===== config.mk =====
export PLATFORM = sky130hd
export DESIGN_NAME = dram_arb_ctrl
export DESIGN_NICKNAME = d
export VERILOG_FILES = /design/src/rtl/dram_ctrl_pkg.sv /design/src/rtl/dram_rr_arb2.sv /design/src/rtl/dram_arb_ctrl.sv
export SDC_FILE = /design/constraint.sdc
export NUM_CORES = 1
export LEC_CHECK = 0
export ABC_CLOCK_PERIOD_IN_PS = 3500
export BUFFER_PORTS_ARGS = -buffer_cell sky130_fd_sc_hd__buf_2
export CELL_PAD_IN_SITES_DETAIL_PLACEMENT = 1
export CELL_PAD_IN_SITES_GLOBAL_PLACEMENT = 2
export CORE_AREA = 2 2 95 97
export DETAILED_ROUTE_END_ITERATION = 16
export DIE_AREA = 0 0 97 99
export PLACE_DENSITY_LB_ADDON = 0.1
export RECOVER_POWER = 50
export SYNTH_ARGS = -nofsm -noshare
export SYNTH_HDL_FRONTEND = slang
export SYNTH_HIERARCHICAL = 1
export SYNTH_SLANG_ARGS = --single-unit
export TNS_END_PERCENT = 1

===== constraint.sdc =====
create_clock -name clk -period 3.5 [get_ports clk]
set_input_delay 0.175 -clock clk [delete_from_list [all_inputs] [get_ports clk]]
set_output_delay 0.175 -clock clk [all_outputs]
set_load 0.01 [all_outputs]

===== src/rtl/dram_ctrl_pkg.sv =====
// Shared types and default timing for the two-client dram arbiter/sequencer.
package dram_ctrl_pkg;

   typedef enum logic [2:0] {
      IDLE,
      ACT,
      ACC,
      PRE,
      REF
   } state_e;

   localparam int unsigned TRCD_DEF    = 2;
   localparam int unsigned TRP_DEF     = 2;
   localparam int unsigned TRFC_DEF    = 4;
   localparam int unsigned REF_INT_DEF = 64;

endpackage


===== src/rtl/dram_rr_arb2.sv =====
// Two-way round-robin pick; the caller registers the returned last value.
module dram_rr_arb2 (
   input  logic [1:0] req,
   input  logic       last,
   input  logic       en,
   output logic [1:0] gnt,
   output logic       last_nxt
);

   always_comb begin
      gnt      = '0;
      last_nxt = last;
      if (en) begin
         if (req == 2'b11) begin
            // tie goes to whichever client was not served last
            gnt      = last ? 2'b01 : 2'b10;
            last_nxt = ~last;
         end else if (req[0]) begin
            gnt      = 2'b01;
            last_nxt = 1'b0;
         end else if (req[1]) begin
            gnt      = 2'b10;
            last_nxt = 1'b1;
         end
      end
   end

endmodule


===== src/rtl/dram_arb_ctrl.sv =====
// Round-robin arbiter and activate/access/precharge sequencer with periodic
// refresh for the 8-bit single-port dram.
module dram_arb_ctrl
   import dram_ctrl_pkg::*;
#(
   parameter int unsigned DW      = 8,
   parameter int unsigned AW      = 4,
   parameter int unsigned TRCD    = TRCD_DEF,
   parameter int unsigned TRP     = TRP_DEF,
   parameter int unsigned TRFC    = TRFC_DEF,
   parameter int unsigned REF_INT = REF_INT_DEF
) (
   input  logic          clk,
   input  logic          rst,
   input  logic          req0,
   input  logic          we0,
   input  logic [AW-1:0] addr0,
   input  logic [DW-1:0] wdata0,
   output logic          gnt0,
   input  logic          req1,
   input  logic          we1,
   input  logic [AW-1:0] addr1,
   input  logic [DW-1:0] wdata1,
   output logic          gnt1,
   output logic [DW-1:0] rdata,
   output logic          rvalid,
   output logic          rid,
   output logic          mem_wr,
   output logic          mem_rd,
   output logic [AW-1:0] mem_addr,
   output logic [DW-1:0] mem_wdata,
   input  logic [DW-1:0] mem_rdata,
   output logic          mem_ref,
   output logic          busy
);

   localparam int unsigned TW = 8;
   localparam int unsigned RW = (REF_INT > 2) ? $clog2(REF_INT) : 1;

   state_e        state_q;
   logic [TW-1:0] tmr_q;
   logic [RW-1:0] ref_cnt_q;
   logic          ref_pend_q, last_q, own_q, we_q, rd_pend_q;
   logic [AW-1:0] addr_q;
   logic [DW-1:0] wd_q;
   logic          gnt0_q, gnt1_q, mem_wr_q, mem_rd_q, mem_ref_q, busy_q;
   logic          rvalid_q, rid_q;
   logic [AW-1:0] mem_addr_q;
   logic [DW-1:0] mem_wdata_q, rdata_q;

   logic [1:0]    arb_gnt;
   logic          last_d;

   dram_rr_arb2 u_arb (
      .req      ({req1, req0}),
      .last     (last_q),
      .en       ((state_q == IDLE) && !ref_pend_q),
      .gnt      (arb_gnt),
      .last_nxt (last_d)
   );

   always_ff @(posedge clk or negedge rst) begin
      if (!rst) begin
         state_q     <= IDLE;
         tmr_q       <= '0;
         ref_cnt_q   <= RW'(REF_INT - 1);
         ref_pend_q  <= 1'b0;
         last_q      <= 1'b1;
         own_q       <= 1'b0;
         we_q        <= 1'b0;
         rd_pend_q   <= 1'b0;
         addr_q      <= '0;
         wd_q        <= '0;
         gnt0_q      <= 1'b0;
         gnt1_q      <= 1'b0;
         mem_wr_q    <= 1'b0;
         mem_rd_q    <= 1'b0;
         mem_ref_q   <= 1'b0;
         busy_q      <= 1'b0;
         rvalid_q    <= 1'b0;
         rid_q       <= 1'b0;
         mem_addr_q  <= '0;
         mem_wdata_q <= '0;
         rdata_q     <= '0;
      end else begin
         gnt0_q      <= 1'b0;
         gnt1_q      <= 1'b0;
         mem_wr_q    <= 1'b0;
         mem_rd_q    <= 1'b0;
         rvalid_q    <= 1'b0;
         mem_wdata_q <= '0;

         // memory answers one cycle after the strobe; capture at end of PRE1
         rd_pend_q <= mem_rd_q;
         if (rd_pend_q) begin
            rvalid_q <= 1'b1;
            rdata_q  <= mem_rdata;
            rid_q    <= own_q;
         end

         case (state_q)
            IDLE: begin
               if (ref_pend_q) begin
                  state_q    <= REF;
                  ref_pend_q <= 1'b0;
                  tmr_q      <= TW'(TRFC - 1);
                  mem_ref_q  <= 1'b1;
                  busy_q     <= 1'b1;
               end else if (|arb_gnt) begin
                  state_q    <= ACT;
                  tmr_q      <= TW'(TRCD - 1);
                  last_q     <= last_d;
                  own_q      <= arb_gnt[1];
                  we_q       <= arb_gnt[1] ? we1    : we0;
                  addr_q     <= arb_gnt[1] ? addr1  : addr0;
                  wd_q       <= arb_gnt[1] ? wdata1 : wdata0;
                  mem_addr_q <= arb_gnt[1] ? addr1  : addr0;
                  gnt0_q     <= arb_gnt[0];
                  gnt1_q     <= arb_gnt[1];
                  busy_q     <= 1'b1;
               end
            end
            ACT: begin
               if (tmr_q == '0) begin
                  state_q     <= ACC;
                  mem_wr_q    <= we_q;
                  mem_rd_q    <= ~we_q;
                  mem_addr_q  <= addr_q;
                  mem_wdata_q <= we_q ? wd_q : '0;
               end else begin
                  tmr_q <= tmr_q - 1'b1;
               end
            end
            ACC: begin
               state_q    <= PRE;
               tmr_q      <= TW'(TRP - 1);
               mem_addr_q <= '0;
            end
            PRE: begin
               if (tmr_q == '0) begin
                  state_q <= IDLE;
                  busy_q  <= 1'b0;
               end else begin
                  tmr_q <= tmr_q - 1'b1;
               end
            end
            REF: begin
               if (tmr_q == '0) begin
                  state_q   <= IDLE;
                  mem_ref_q <= 1'b0;
                  busy_q    <= 1'b0;
               end else begin
                  tmr_q <= tmr_q - 1'b1;
               end
            end
            default: state_q <= IDLE;
         endcase

         // placed after the FSM so an expiry on the consuming cycle keeps pend set
         if (ref_cnt_q == '0) begin
            ref_cnt_q  <= RW'(REF_INT - 1);
            ref_pend_q <= 1'b1;
         end else begin
            ref_cnt_q <= ref_cnt_q - 1'b1;
         end
      end
   end

   assign gnt0      = gnt0_q;
   assign gnt1      = gnt1_q;
   assign rdata     = rdata_q;
   assign rvalid    = rvalid_q;
   assign rid       = rid_q;
   assign mem_wr    = mem_wr_q;
   assign mem_rd    = mem_rd_q;
   assign mem_addr  = mem_addr_q;
   assign mem_wdata = mem_wdata_q;
   assign mem_ref   = mem_ref_q;
   assign busy      = busy_q;

endmodule


After elaboration in Yosys (flattened, before gate mapping)
Index checks and enable logic that the tools add are counted.
- bits of input ports: 38
- logic and storage cells: 107
- flip-flop bits (word level): 62
- output and inout bits: 28
- multiplexer cells: 47
- add/subtract/negate cells: 2
- bitwise gates (word level): 3
- reductions and logical operators: 21
- eq/ne operators: 13
- operators by type and width (kind ; count):
    $mux 8 ; 7
    $pmux 8 s3 ; 1
    $mux 1 ; 21
    $mux 4 ; 4
    $reduce_and 3->1 ; 5
    $mux 3 ; 4
    $pmux 3 s4 ; 1
    $pmux 4 s3 ; 1
    $mux 2 ; 5
    $ne 2x2->1 const B ; 5
    $reduce_bool 3->1 ; 3
    $logic_not 8->1 ; 1
    $sub 8x1->8 const B ; 1
    $eq 3x2->1 const B ; 2
    $logic_not 6->1 ; 1
    $mux 6 ; 1
    $reduce_bool 2->1 ; 3
    $sub 6x1->6 const B ; 1
    $reduce_and 5->1 ; 1
    $ne 2x1->1 const B ; 2
    $pmux 1 s2 ; 2
    $reduce_and 4->1 ; 1
    $reduce_or 2->1 ; 2
    $eq 3x1->1 const B ; 1
    other kinds (8) ; 10

Depth between registers and ports, before layout
Gate-level depths: netlist (run 1).
- depth in word-level cells: 8
- mapped depth: 10
- depth with buffers taken out: 7

Cells and area by module
The synthesis (run 1) kept the hierarchy.
- modules (own cells, without submodules) (module ; cells each ; seq. area each (sq um) ; times used ; area an instance (sq um)):
    dram_arb_ctrl ; 253 ; 1560.2 ; 1 ; 2806.4
    dram_rr_arb2 ; 7 ; 0.0 ; 1 ; 36.3

Least setup slack after synthesis (run 1)
OpenSTA, ideal clock, no wires.
- kind: reg-to-reg
- start: register state_q[1]
- end: register tmr_q[6]
- arrival time: 2.717 ns
- period minus slack after synthesis: 2.795 ns
- required time: 3.422 ns
- path buffers: 3
- stages on the path, launching flop included: 11
- path slack: 0.705 ns
- path through: dfrtp_1 buf_2 nor4_1 nand2_1 a21oi_1 clkbuf_1 nor4_1 o21a_1 buf_6 or4_1 a21boi_1
- longest elaborated chain between the ends: 6
- RTL lines (what ; line ; source):
    from (decl) ; dram_arb_ctrl.sv:40 ; state_e state_q;
    from (signal assigned) ; dram_arb_ctrl.sv:64 ; state_q <= IDLE;
    from (signal assigned) ; dram_arb_ctrl.sv:104 ; state_q <= REF;
    from (signal assigned) ; dram_arb_ctrl.sv:110 ; state_q <= ACT;
    $logic_not 3->1 ; dram_arb_ctrl.sv:57 ; .en ((state_q == IDLE) && !ref_pend_q),
    $logic_and 1x1->1 ; dram_arb_ctrl.sv:57 ;
    $mux 2 ; dram_rr_arb2.sv:13 ; if (en) begin
    net arb_gnt[1] ; dram_arb_ctrl.sv:51 ; logic [1:0] arb_gnt;
    $reduce_or 2->1 ; dram_arb_ctrl.sv:109 ; end else if (|arb_gnt) begin
    $ne 3x2->1 (no source line) ; - ;
    $reduce_and 3->1 (no source line) ; - ;
    to (signal assigned) ; dram_arb_ctrl.sv:106 ; tmr_q <= TW'(TRFC - 1);
    to (signal assigned) ; dram_arb_ctrl.sv:111 ; tmr_q <= TW'(TRCD - 1);
    to (signal assigned) ; dram_arb_ctrl.sv:131 ; tmr_q <= tmr_q - 1'b1;
    to (decl) ; dram_arb_ctrl.sv:41 ; logic [TW-1:0] tmr_q;
The timed path passes the listed nets, and every way through them passes these cells.
A chain may end at the register's enable or synchronous reset.

Worst setup path in the final report (run 1)
- start: register state_q[1]
- end: register tmr_q[7]
The elaborated chain is that of the path after synthesis.

==> results of run 1 <==
## worst register-to-register path: cells and delay by family (launching register included)
family | cells | cell delay, ns
AOI/OAI and AO/OA | 3 | 0.77
DFF | 1 | 0.51
and+or+nand+nor | 4 | 1.54
## sequential cells by signal, indices dropped and copies added, names as in the netlist, 3 cells and up
signal and cells:
mem_addr 4, state_q 3, mem_wdata 8, tmr_q 8, addr_q 4, ref_cnt_q 6
rdata 8, wd_q 8
## per-stage QoR
stage / power [mW] / utilization (%) / area (um2) / std cells / hold WS, ns
3_5_place_dp: 1.95 / 38.1 / 3260 / 423 / 0.345
6_report: 2.73 / 40.9 / 3500 / 440 / 0.0771
2_1_floorplan: 1.70 / - / 2840 / 260 / -0.121
4_1_cts: 2.80 / 41.3 / 3530 / 440 / 0.0578
5_1_grt: 2.94 / 40.9 / 3500 / 440 / 0.0702
3_3_place_gp: 1.93 / 38.1 / 3260 / 423 / 0.341
## power groups by stage
stage | registers, mW | clock network, mW | logic, mW
floorplan | 1.09 | 0 | 0.605
global placement | 1.11 | 0 | 0.818
detailed placement | 1.12 | 0 | 0.834
CTS | 1.11 | 0.853 | 0.836
global route | 1.15 | 0.887 | 0.907
finish | 1.11 | 0.822 | 0.797
## kinds of logic (layout without fill, tap and decap cells)
family / after synthesis / in the layout / synth area share, %
muxes: 29 / 29 / 10.8
buffers and inverters: 23 / 95 / 4.00
adders and majority gates: 4 / 4 / 1.76
and+or+nand+nor: 82 / 82 / 14.6
DFF: 62 / 62 / 54.9
xor gates and xnor gates: 4 / 4 / 1.23
AOI/OAI and AO/OA: 56 / 56 / 12.7
## worst paths after layout
path | startpoint | endpoint | slack, ns | cells after the start
worst max register to register | state_q[1] | tmr_q[7] | 0.58 | 7
worst min register to register | mem_rd | rd_pend_q | 0.38 | 0
min in group asynchronous | rst | tmr_q[5] | 0.96 | 2
worst min-delay path | mem_rdata[7] | rdata[7] | 0.08 | 2
worst max-delay path | state_q[1] | tmr_q[7] | 0.58 | 7
max in group asynchronous | rst | last_q | 1.22 | 3
## repair_timing
action                                 in CTS  in global routing
buffers inserted                            0                  0
resized for setup                           0                  0
endpoints found under the hold margin      30                  0
hold buffers                                1                  0
## layer usage
| metal | GRT usage [%] | up-vias | wire length [um] |
|---|---|---|---|
| met4 | 6.83 | 0 | 75 |
| met1 | 19.5 | 1031 | 3150 |
| met2 | 22.3 | 52 | 2890 |
| met5 | 0 | - | 0 |
| li1 | - | 1060 | - |
| met3 | 2.98 | 5 | 282 |
## cell type report
type | instances | area [um2] | area share (%)
sequential | 62 | 1560 | 44.6
multi-input combinational | 175 | 1170 | 33.5
timing repair buffer | 71 | 337 | 9.63
tap | 108 | 135 | 3.87
clock inverter | 6 | 134 | 3.83
clock buffer | 10 | 128 | 3.65
inverter | 8 | 30.0 | 0.859
## layout by cell type (no fill, tap or decap), types with 2 or more instances in the layout
master / n
dfrtp_1: 55
buf_2: 36
clkbuf_1: 30
nor2_1: 25
nand2_1: 19
a21oi_1: 18
mux2i_1: 15
mux2_2: 14
o21ai_0: 11
and2_1: 10
clkbuf_8: 9
inv_1: 8
dfstp_2: 6
nor4_1: 5
or4_1: 5
buf_4: 5
o31ai_1: 4
o2bb2ai_1: 4
ha_1: 4
bufinv_16: 4
and3_1: 3
nor3_1: 3
xnor2_1: 3
o21a_1: 3
a211oi_1: 3
nand2b_1: 2
a21boi_1: 2
or3_1: 2
a21boi_0: 2
nand4_1: 2
a21oi_2: 2
==> summary.md, run 1 <==
| Metric | Value |
|---|---|
| Achievable Freq | `342 MHz` |
| Maximum vdd drop | `0.245 mV` |
| CP endpoint kind | `flop` |
| Part of the cycle the worst path needs | `83.5%` |
| Routability cong. | `0.730` |
| CTS Buffer Depth | `2` |
| Net Switching | `881 uW` |
| Register area share after synthesis | `54.9%` |
| Share of the synthesized area in the top cell type | `48.4%` |
| Clk Tree Root Cell | `clkbuf_8` |
| H-tree depth | `3` |
| Synth-to-Final Area Change | `23.0%` |
| First-pass GRT wire length | `11,000 um` |
| Yosys reg bits | `62` |
| CP delay by family, top | `simple AND/OR/NAND/NOR gates` |
| Startpoint Class | `flop` |
| Async set-or-reset flop fraction in the synthesized netlist | `100%` |
| Sw Share | `32.3%` |
| CP Cell Sequence | `nor4_1 -> nand2_1 -> a21oi_2 -> nor4_1 -> o21a_1 -> or4_1 -> a21boi_0` |
| Largest net degree at the start of global routing | `38` |
| Mapped Area | `2840 um2` |
| Antenna Nets Post-Route | `0` |
| Final Hold Fails | `0` |
| Min Tclk post-route | `2.92 ns` |
| ANT cells | `0` |
| Static Leak | `1.56 nW` |
| FP Rows | `34` |
| Total track usage | `14.4%` |
| Failing checks | `capacitance limit, slew limit` |
| DP Worst Slack | `0.596 ns` |
| Int Power | `1.85 mW` |
| Skew final | `0.00904 ns` |
| Syn nets | `302` |
| Die area | `9600 um2` |
| Max-Cap Viols | `1` |
| Insertion delay to the later sink of the worst-skew pair | `0.33 ns` |
| Number of vias per cell | `4.88` |
| Clock Power Share | `30.1%` |
| Setup TNS Final | `0 ns` |
| HP Class | `in2reg` |
| Num ports | `66` |
| WP data arrival | `3.16 ns` |
| Final setup fails | `0` |
| Worst-path clk slew | `0.07 ns` |
| CP max-delay cell | `nor4_1` |
| Final wirelength | `6400 um` |
| Top-count cell post-synth | `dfrtp_1` |
| Post-detail-place hpwl | `4630 um` |
| Synth area leader | `dfrtp_1` |
| Leading cell types by count after synthesis | `55 x dfrtp_1, 25 x nor2_1, 19 x a21oi_1, 19 x nand2_1, 15 x mux2i_1` |
| Setup ws final | `0.577 ns` |
| Status | `finished, violations left` |
| DR DRC count | `0` |
| # nets final | `369` |
| DIE HEIGHT | `99 um` |
| Filler instances | `955` |
| WL/cell | `14.5 um` |
| Prevailing post-synth register cell | `dfrtp_1` |
| Via count | `2,148` |
| Drt initial violations | `39` |
| Chip width | `97 um` |
| DRT Pass-1 Iters | `4` |
| Crit path kind | `reg2reg` |
| Buf/Inv on CP | `0` |
| GRT overflow | `0` |
| Pwr/cell area | `780 nW/um2` |
| Antenna violations before repair | `0` |
| Max-slew violation count | `38` |
| Comb pwr share | `29.2%` |
| Total CTS buffers | `9` |
| Clock Sinks | `62` |
| Max stage delay on crit path | `0.72 ns` |
| Post-synth EDFFs | `0` |
| Crit Path Max Fanout | `12` |
| Worst-Margin Slew | `2.03 ns` |
| Unrepaired setup endpoints after global routing | `no` |
| Post-synth cell types | `45` |
| Area contributors post-synth | `dfrtp_1 48%, dfstp_2 6.5%, mux2_2 5.5%` |
| CORE AREA | `8550 um2` |
| Gate Count Post-Synth | `260` |
| Worst path required time | `3.74 ns` |
| CTS tree | `done` |
| Yosys warning total | `6` |
| PortBufs | `65` |
| Sequential share of power | `40.7%` |
| Number of global-route vias before repair | `2,216` |
| Relative slew margins | `-35.2%` |
| Share of layout cells above drive strength 1 | `24.4%` |
| Initial Utilization | `33.2%` |
| CP most frequent cell | `nor4_1` |
| Avg Inst Size Synth | `10.9 um2` |
(Power assumes the default switching activity.)
==> run 2: changes to the inputs <==
- ABC_CLOCK_PERIOD_IN_PS: 3500 -> 2610
- CORE_AREA: 2 2 95 97 -> 2 2 101 103
- DIE_AREA: 0 0 97 99 -> 0 0 103 105
- clock period: 3.5 -> 2.61 ns (I/O delays scaled with it)
==> run 2 against run 1 <==
Against the previous run:
- the flow still finishes with violations (capacitance limit, slew limit)
- combinational power is 47% higher
- critical path depth did not move
- worst hold slack lost 0.049 ns
- routed wire length increased by 6.3%
- non-clock buffer count increased by 11
- register-to-register slack got worse by 0.22 ns
- total power rose by 37%
==> summary.md, run 2 (same netlist as run 1, synthesis figures left out) <==
| Metric | Value |
|---|---|
| Status | `finished, violations left` |
| Failing checks | `capacitance limit, slew limit` |
| Clk Tree Root Cell | `clkbuf_8` |
| Max stage delay on crit path | `0.51 ns` |
| Final hold slack | `0.0283 ns` |
| PortBufs | `65` |
| CP endpoint kind | `flop` |
| Crit Path Max Fanout | `12` |
| Final Total Pwr | `3.75 mW` |
| Number of global-route vias before repair | `2,284` |
| Chip width | `103 um` |
| Setup TNS Final | `0 ns` |
| DR DRC count | `0` |
| Number of vias per cell | `4.66` |
| Sequential cell area | `1560 um2` |
| Antenna violations before repair | `0` |
| Setup ws final | `0.358 ns` |
| Setup bufs post-CTS | `0` |
| Largest net degree at the start of global routing | `27` |
| WL/cell | `14.3 um` |
| Part of the cycle the worst path needs | `86.3%` |
| Worst-path clk slew | `0.07 ns` |
| Filler instances | `1,133` |
| Commonest non-fill, non-tap cells in the layout | `55 x dfrtp_1, 36 x buf_2, 29 x clkbuf_1` |
| Max-Cap Viols | `1` |
| FP Rows | `36` |
| Dpl cells | `454` |
| H-tree depth | `3` |
| Maximum vdd drop | `0.403 mV` |
| CP Cell Sequence | `nor4_2 -> nand2_1 -> a21oi_2 -> nor4_1 -> o21a_1 -> or4_1 -> a21boi_0` |
| Worst-Margin Slew | `1.50 ns` |
| R2r setup slk | `0.36 ns` |
| Min Tclk post-route | `2.25 ns` |
| CTS tree | `done` |
| Buf/Inv on CP | `0` |
| Met3 usage | `4.41%` |
| GR met1 Demand/Resource | `17.4%` |
| Achievable Freq | `444 MHz` |
| DP Worst Slack | `0.332 ns` |
| CORE AREA | `9640 um2` |
| Relative slew margins | `-0.233%` |
| Share of layout cells above drive strength 1 | `25.9%` |
| Antenna Nets Post-Route | `0` |
| Final setup fails | `0` |
| Via count | `2,218` |
| Total CTS buffers | `9` |
| First-pass GRT wire length | `11,300 um` |
| Crit path kind | `reg2reg` |
| DIE HEIGHT | `105 um` |
| Final std cells w/o fill | `476` |
| Met2 usage | `21.3%` |
| Max-slew violation count | `26` |
| Commonest non-fill, non-tap cell in the layout | `dfrtp_1` |
| CP delay by family, top | `simple AND/OR/NAND/NOR gates` |
| Initial Utilization | `29.5%` |
| Unrepaired setup endpoints after global routing | `no` |
| Area of the multi-input gates | `1180 um2` |
| Num ports | `66` |
| Total track usage | `13.5%` |
| Synth-to-Final Area Change | `27.8%` |
| Post-CTS resize count | `0` |
| Pwr/cell area | `1030 nW/um2` |
| Worst path required time | `2.86 ns` |
| Final wirelength | `6800 um` |
| Final Hold Fails | `0` |
| GRT overflow | `0` |
| CTS Buffer Depth | `2` |
| Die area | `10,800 um2` |
| Routability cong. | `0.701` |
| Startpoint Class | `flop` |
| ANT cells | `0` |
| HP Class | `in2reg` |
| Skew final | `0.0113 ns` |
| WP data arrival | `2.50 ns` |
| Static Leak | `1.60 nW` |
| # nets final | `380` |
| CP max-delay cell | `or4_1` |
| Clock Sinks | `62` |
| CTS Hold Bufs | `5` |
| Post-detail-place hpwl | `4970 um` |
| Insertion delay to the later sink of the worst-skew pair | `0.34 ns` |
| Drt initial violations | `80` |
| GRT Max-Usage Layer | `met2` |
| DRT Pass-1 Iters | `4` |
## run 2: where the power goes
group | total [mW] | internal (mW) | switching, mW
Combinational | 1.17 | 0.524 | 0.646
Clock | 1.13 | 0.734 | 0.398
Sequential | 1.45 | 1.26 | 0.188
Total | 3.75 | 2.52 | 1.23
## run 2: worst paths after layout
check	startpoint	endpoint	cells after the start
min in group asynchronous	rst	rdata[3]	2
max reg2reg	ref_pend_q	tmr_q[3]	7
min reg2reg	mem_rd	rd_pend_q	0
max	ref_pend_q	tmr_q[3]	7
min	mem_rdata[1]	rdata[1]	2
max in group asynchronous	rst	ref_cnt_q[4]	3
## run 2: layer usage
layer | up-vias | share of wire (%)
met5 | - | 0
met4 | 0 | 1.3
met3 | 9 | 4.3
met2 | 47 | 49
met1 | 1092 | 46
li1 | 1070 | -
## run 2: area by class of cell
class	count	share of cell area, %
timing repair buffer	82	11.8
clock inverter	7	3.96
tap	133	4.58
inverter	8	0.827
multi-input combinational	175	32.4
sequential	62	43.0
clock buffer	9	3.41
## run 2: per-stage QoR
step                instance area (um2)  util, %
detailed placement                 3340     34.7
floorplan                          2850        -
finish                             3630     37.7
global placement                   3340     34.7
global route                       3630     37.7
CTS                                3660     38.0
==> run 3: changes to the inputs <==
- ABC_AREA: default -> 1
- CORE_AREA: 2 2 101 103 -> 2 2 105 107
- DIE_AREA: 0 0 103 105 -> 0 0 107 109
==> run 3 against run 2 <==
Against the previous run:
- highest routed layer unchanged
- critical path type unchanged
- the flow still finishes with violations (capacitance limit, slew limit)
- combinational power up 38%
- clock power fell by 26%
- worst hold slack lost 0.0087 ns
- largest cell class unchanged
- sequential share of layout area fell by 1.0 points
- routed wire length up 7.7%
- via count increased by 8.2%
- total power up 4.0%
- global-route usage is 0.71 points higher
==> summary.md, run 3 <==
| Metric | Value |
|---|---|
| Top-count cell post-synth | `nand2_1` |
| Static Leak | `1.86 nW` |
| Leading cell types by count after synthesis | `80 x nand2_1, 55 x dfrtp_1, 43 x inv_1, 24 x nor2_1, 22 x o21ai_1` |
| Part of the cycle the worst path needs | `87.5%` |
| Post-synth EDFFs | `0` |
| Prevailing post-synth register cell | `dfrtp_1` |
| CP endpoint kind | `flop` |
| Crit Path Max Fanout | `17` |
| Post-detail-place hpwl | `5320 um` |
| Drt initial violations | `49` |
| WL/cell | `13.1 um` |
| Number of vias per cell | `4.29` |
| CTS tree | `done` |
| DRT Pass-1 Iters | `6` |
| Startpoint Class | `flop` |
| Final Hold Fails | `0` |
| HP Class | `in2reg` |
| Setup TNS Final | `0 ns` |
| DP Area | `3490 um2` |
| Largest net degree at the start of global routing | `29` |
| Achievable Freq | `438 MHz` |
| GRT overflow | `0` |
| Commonest non-fill, non-tap cell in the layout | `nand2_1` |
| Routability cong. | `0.731` |
| CORE AREA | `10,600 um2` |
| Avg Inst Size Synth | `9.01 um2` |
| PortBufs | `65` |
| Syn nets | `376` |
| ANT cells | `0` |
| Share of the synthesized area in the top cell type | `45.7%` |
| FP Rows | `38` |
| Yosys warning total | `6` |
| Relative slew margins | `-7.24%` |
| Die area | `11,700 um2` |
| Max-slew violation count | `29` |
| Register area share after synthesis | `51.9%` |
| Mapped Area | `3010 um2` |
| H-tree depth | `3` |
| Skew final | `0.00878 ns` |
| WP data arrival | `2.52 ns` |
| Final setup fails | `0` |
| Unrepaired setup endpoints after global routing | `no` |
| DIE HEIGHT | `109 um` |
| Num ports | `66` |
| Commonest non-fill, non-tap cells in the layout | `80 x nand2_1, 55 x dfrtp_1, 43 x inv_1` |
| Area of the multi-input gates | `1210 um2` |
| Final hold slack | `0.0196 ns` |
| Clk Tree Root Cell | `clkbuf_8` |
| Final wirelength | `7320 um` |
| CTS Buffer Depth | `2` |
| Synth-to-Final Area Change | `23.7%` |
| Post-CTS resize count | `0` |
| Area contributors post-synth | `dfrtp_1 46%, nand2_1 10%, mux2_2 6.4%` |
| Setup bufs post-CTS | `0` |
| Clock Sinks | `62` |
| # nets final | `457` |
| Status | `finished, violations left` |
| Final Total Pwr | `3.90 mW` |
| Failing checks | `capacitance limit, slew limit` |
| Chip width | `107 um` |
| Post-synth cell types | `32` |
| Worst-path clk slew | `0.08 ns` |
| Async set-or-reset flop fraction in the synthesized netlist | `100%` |
| Post-Layout Inst Area | `3720 um2` |
| Antenna Nets Post-Route | `0` |
| Number of global-route vias before repair | `2,565` |
| Crit path kind | `reg2reg` |
| Synth area leader | `dfrtp_1` |
| Worst path required time | `2.85 ns` |
| Worst-Margin Slew | `1.61 ns` |
| Insertion delay to the later sink of the worst-skew pair | `0.36 ns` |
| Share of layout cells above drive strength 1 | `26.2%` |
| Total track usage | `14.3%` |
| Min Tclk post-route | `2.28 ns` |
| DR DRC count | `0` |
| Yosys reg bits | `62` |
| First-pass GRT wire length | `12,700 um` |
| Max-Cap Viols | `1` |
| Initial Utilization | `28.4%` |
| Gate Count Post-Synth | `334` |
| Filler instances | `1,278` |
| Antenna violations before repair | `0` |
| Total CTS buffers | `9` |
| Via count | `2,400` |
| Pwr/cell area | `1050 nW/um2` |
| Sequential cell area | `1560 um2` |
| Maximum vdd drop | `0.322 mV` |
| CTS Hold Bufs | `8` |
## run 3: cell count changes after synthesis, sizes merged, moves of 10 or more
cell	change
nand3	+21
nand2	+71
mux2i	-14
o21ai	+22
and2	-10
a21oi	-17
inv	+44
## run 3: power breakdown
part | internal (mW) | total [mW] | switching (mW)
logic | 0.585 | 1.62 | 1.04
registers | 1.27 | 1.44 | 0.174
clock network | 0.424 | 0.833 | 0.409
total | 2.27 | 3.90 | 1.62
## run 3: cell type report
| cell class | instances | share of cell area [%] |
|---|---|---|
| tap | 140 | 4.71 |
| timing repair buffer | 76 | 10.5 |
| clock inverter | 4 | 0.807 |
| sequential | 62 | 41.9 |
| clock buffer | 12 | 4.44 |
| multi-input combinational | 214 | 32.4 |
| inverter | 52 | 5.24 |
## run 3: stage by stage
step | worst slack [ns] | utilization [%] | cells
floorplan | 0.646 | - | 334
CTS | 0.280 | 35.5 | 560
finish | 0.326 | 35.1 | 560
global route | 0.0904 | 35.1 | 560
detailed placement | 0.299 | 32.9 | 536
global placement | 0.377 | 32.9 | 536
## run 3: worst max-delay path, cell delays in order, from the launching register on
cell and delay, ns:
dfrtp_1 0.43, nor2_4 0.22, nand2_2 0.08, inv_2 0.09
nand2_4 0.08, inv_1 0.09, nand2_1 0.09, a21oi_2 0.27
buf_4 0.31, mux2_2 0.36, nand2_1 0.06, o21ai_1 0.06
## run 3: routing by layer
metal	vias up	track usage (%)	part of all wire, %	wire, um
li1	1210	-	-	-
met1	1134	17.6	46	3400
met2	44	23.4	47	3460
met3	12	3.47	3.9	283
met4	0	6.96	2.3	170
met5	-	0	0	0
## run 3: cell families after synthesis
family / after synthesis / share of synthesized area [%]
compound gates: 39 / 6.65
fa+ha+maj: 4 / 1.66
simple gates: 151 / 24.4
xor+xnor: 2 / 0.582
mux: 18 / 6.69
buf+inv: 58 / 8.15
flops: 62 / 51.9
## run 3: worst paths after layout
| check | depth (start not counted) | to | slack [ns] | from |
|---|---|---|---|---|
| setup / recovery | 11 | wd_q[3] | 0.33 | state_q[1] |
| hold / removal | 2 | rdata[6] | 0.02 | mem_rdata[6] |
| setup reg to reg | 11 | wd_q[3] | 0.33 | state_q[1] |
| hold reg to reg | 0 | rd_pend_q | 0.41 | mem_rd |
| max in group asynchronous | 3 | mem_addr[3] | 0.68 | rst |
| min in group asynchronous | 2 | wd_q[0] | 0.72 | rst |
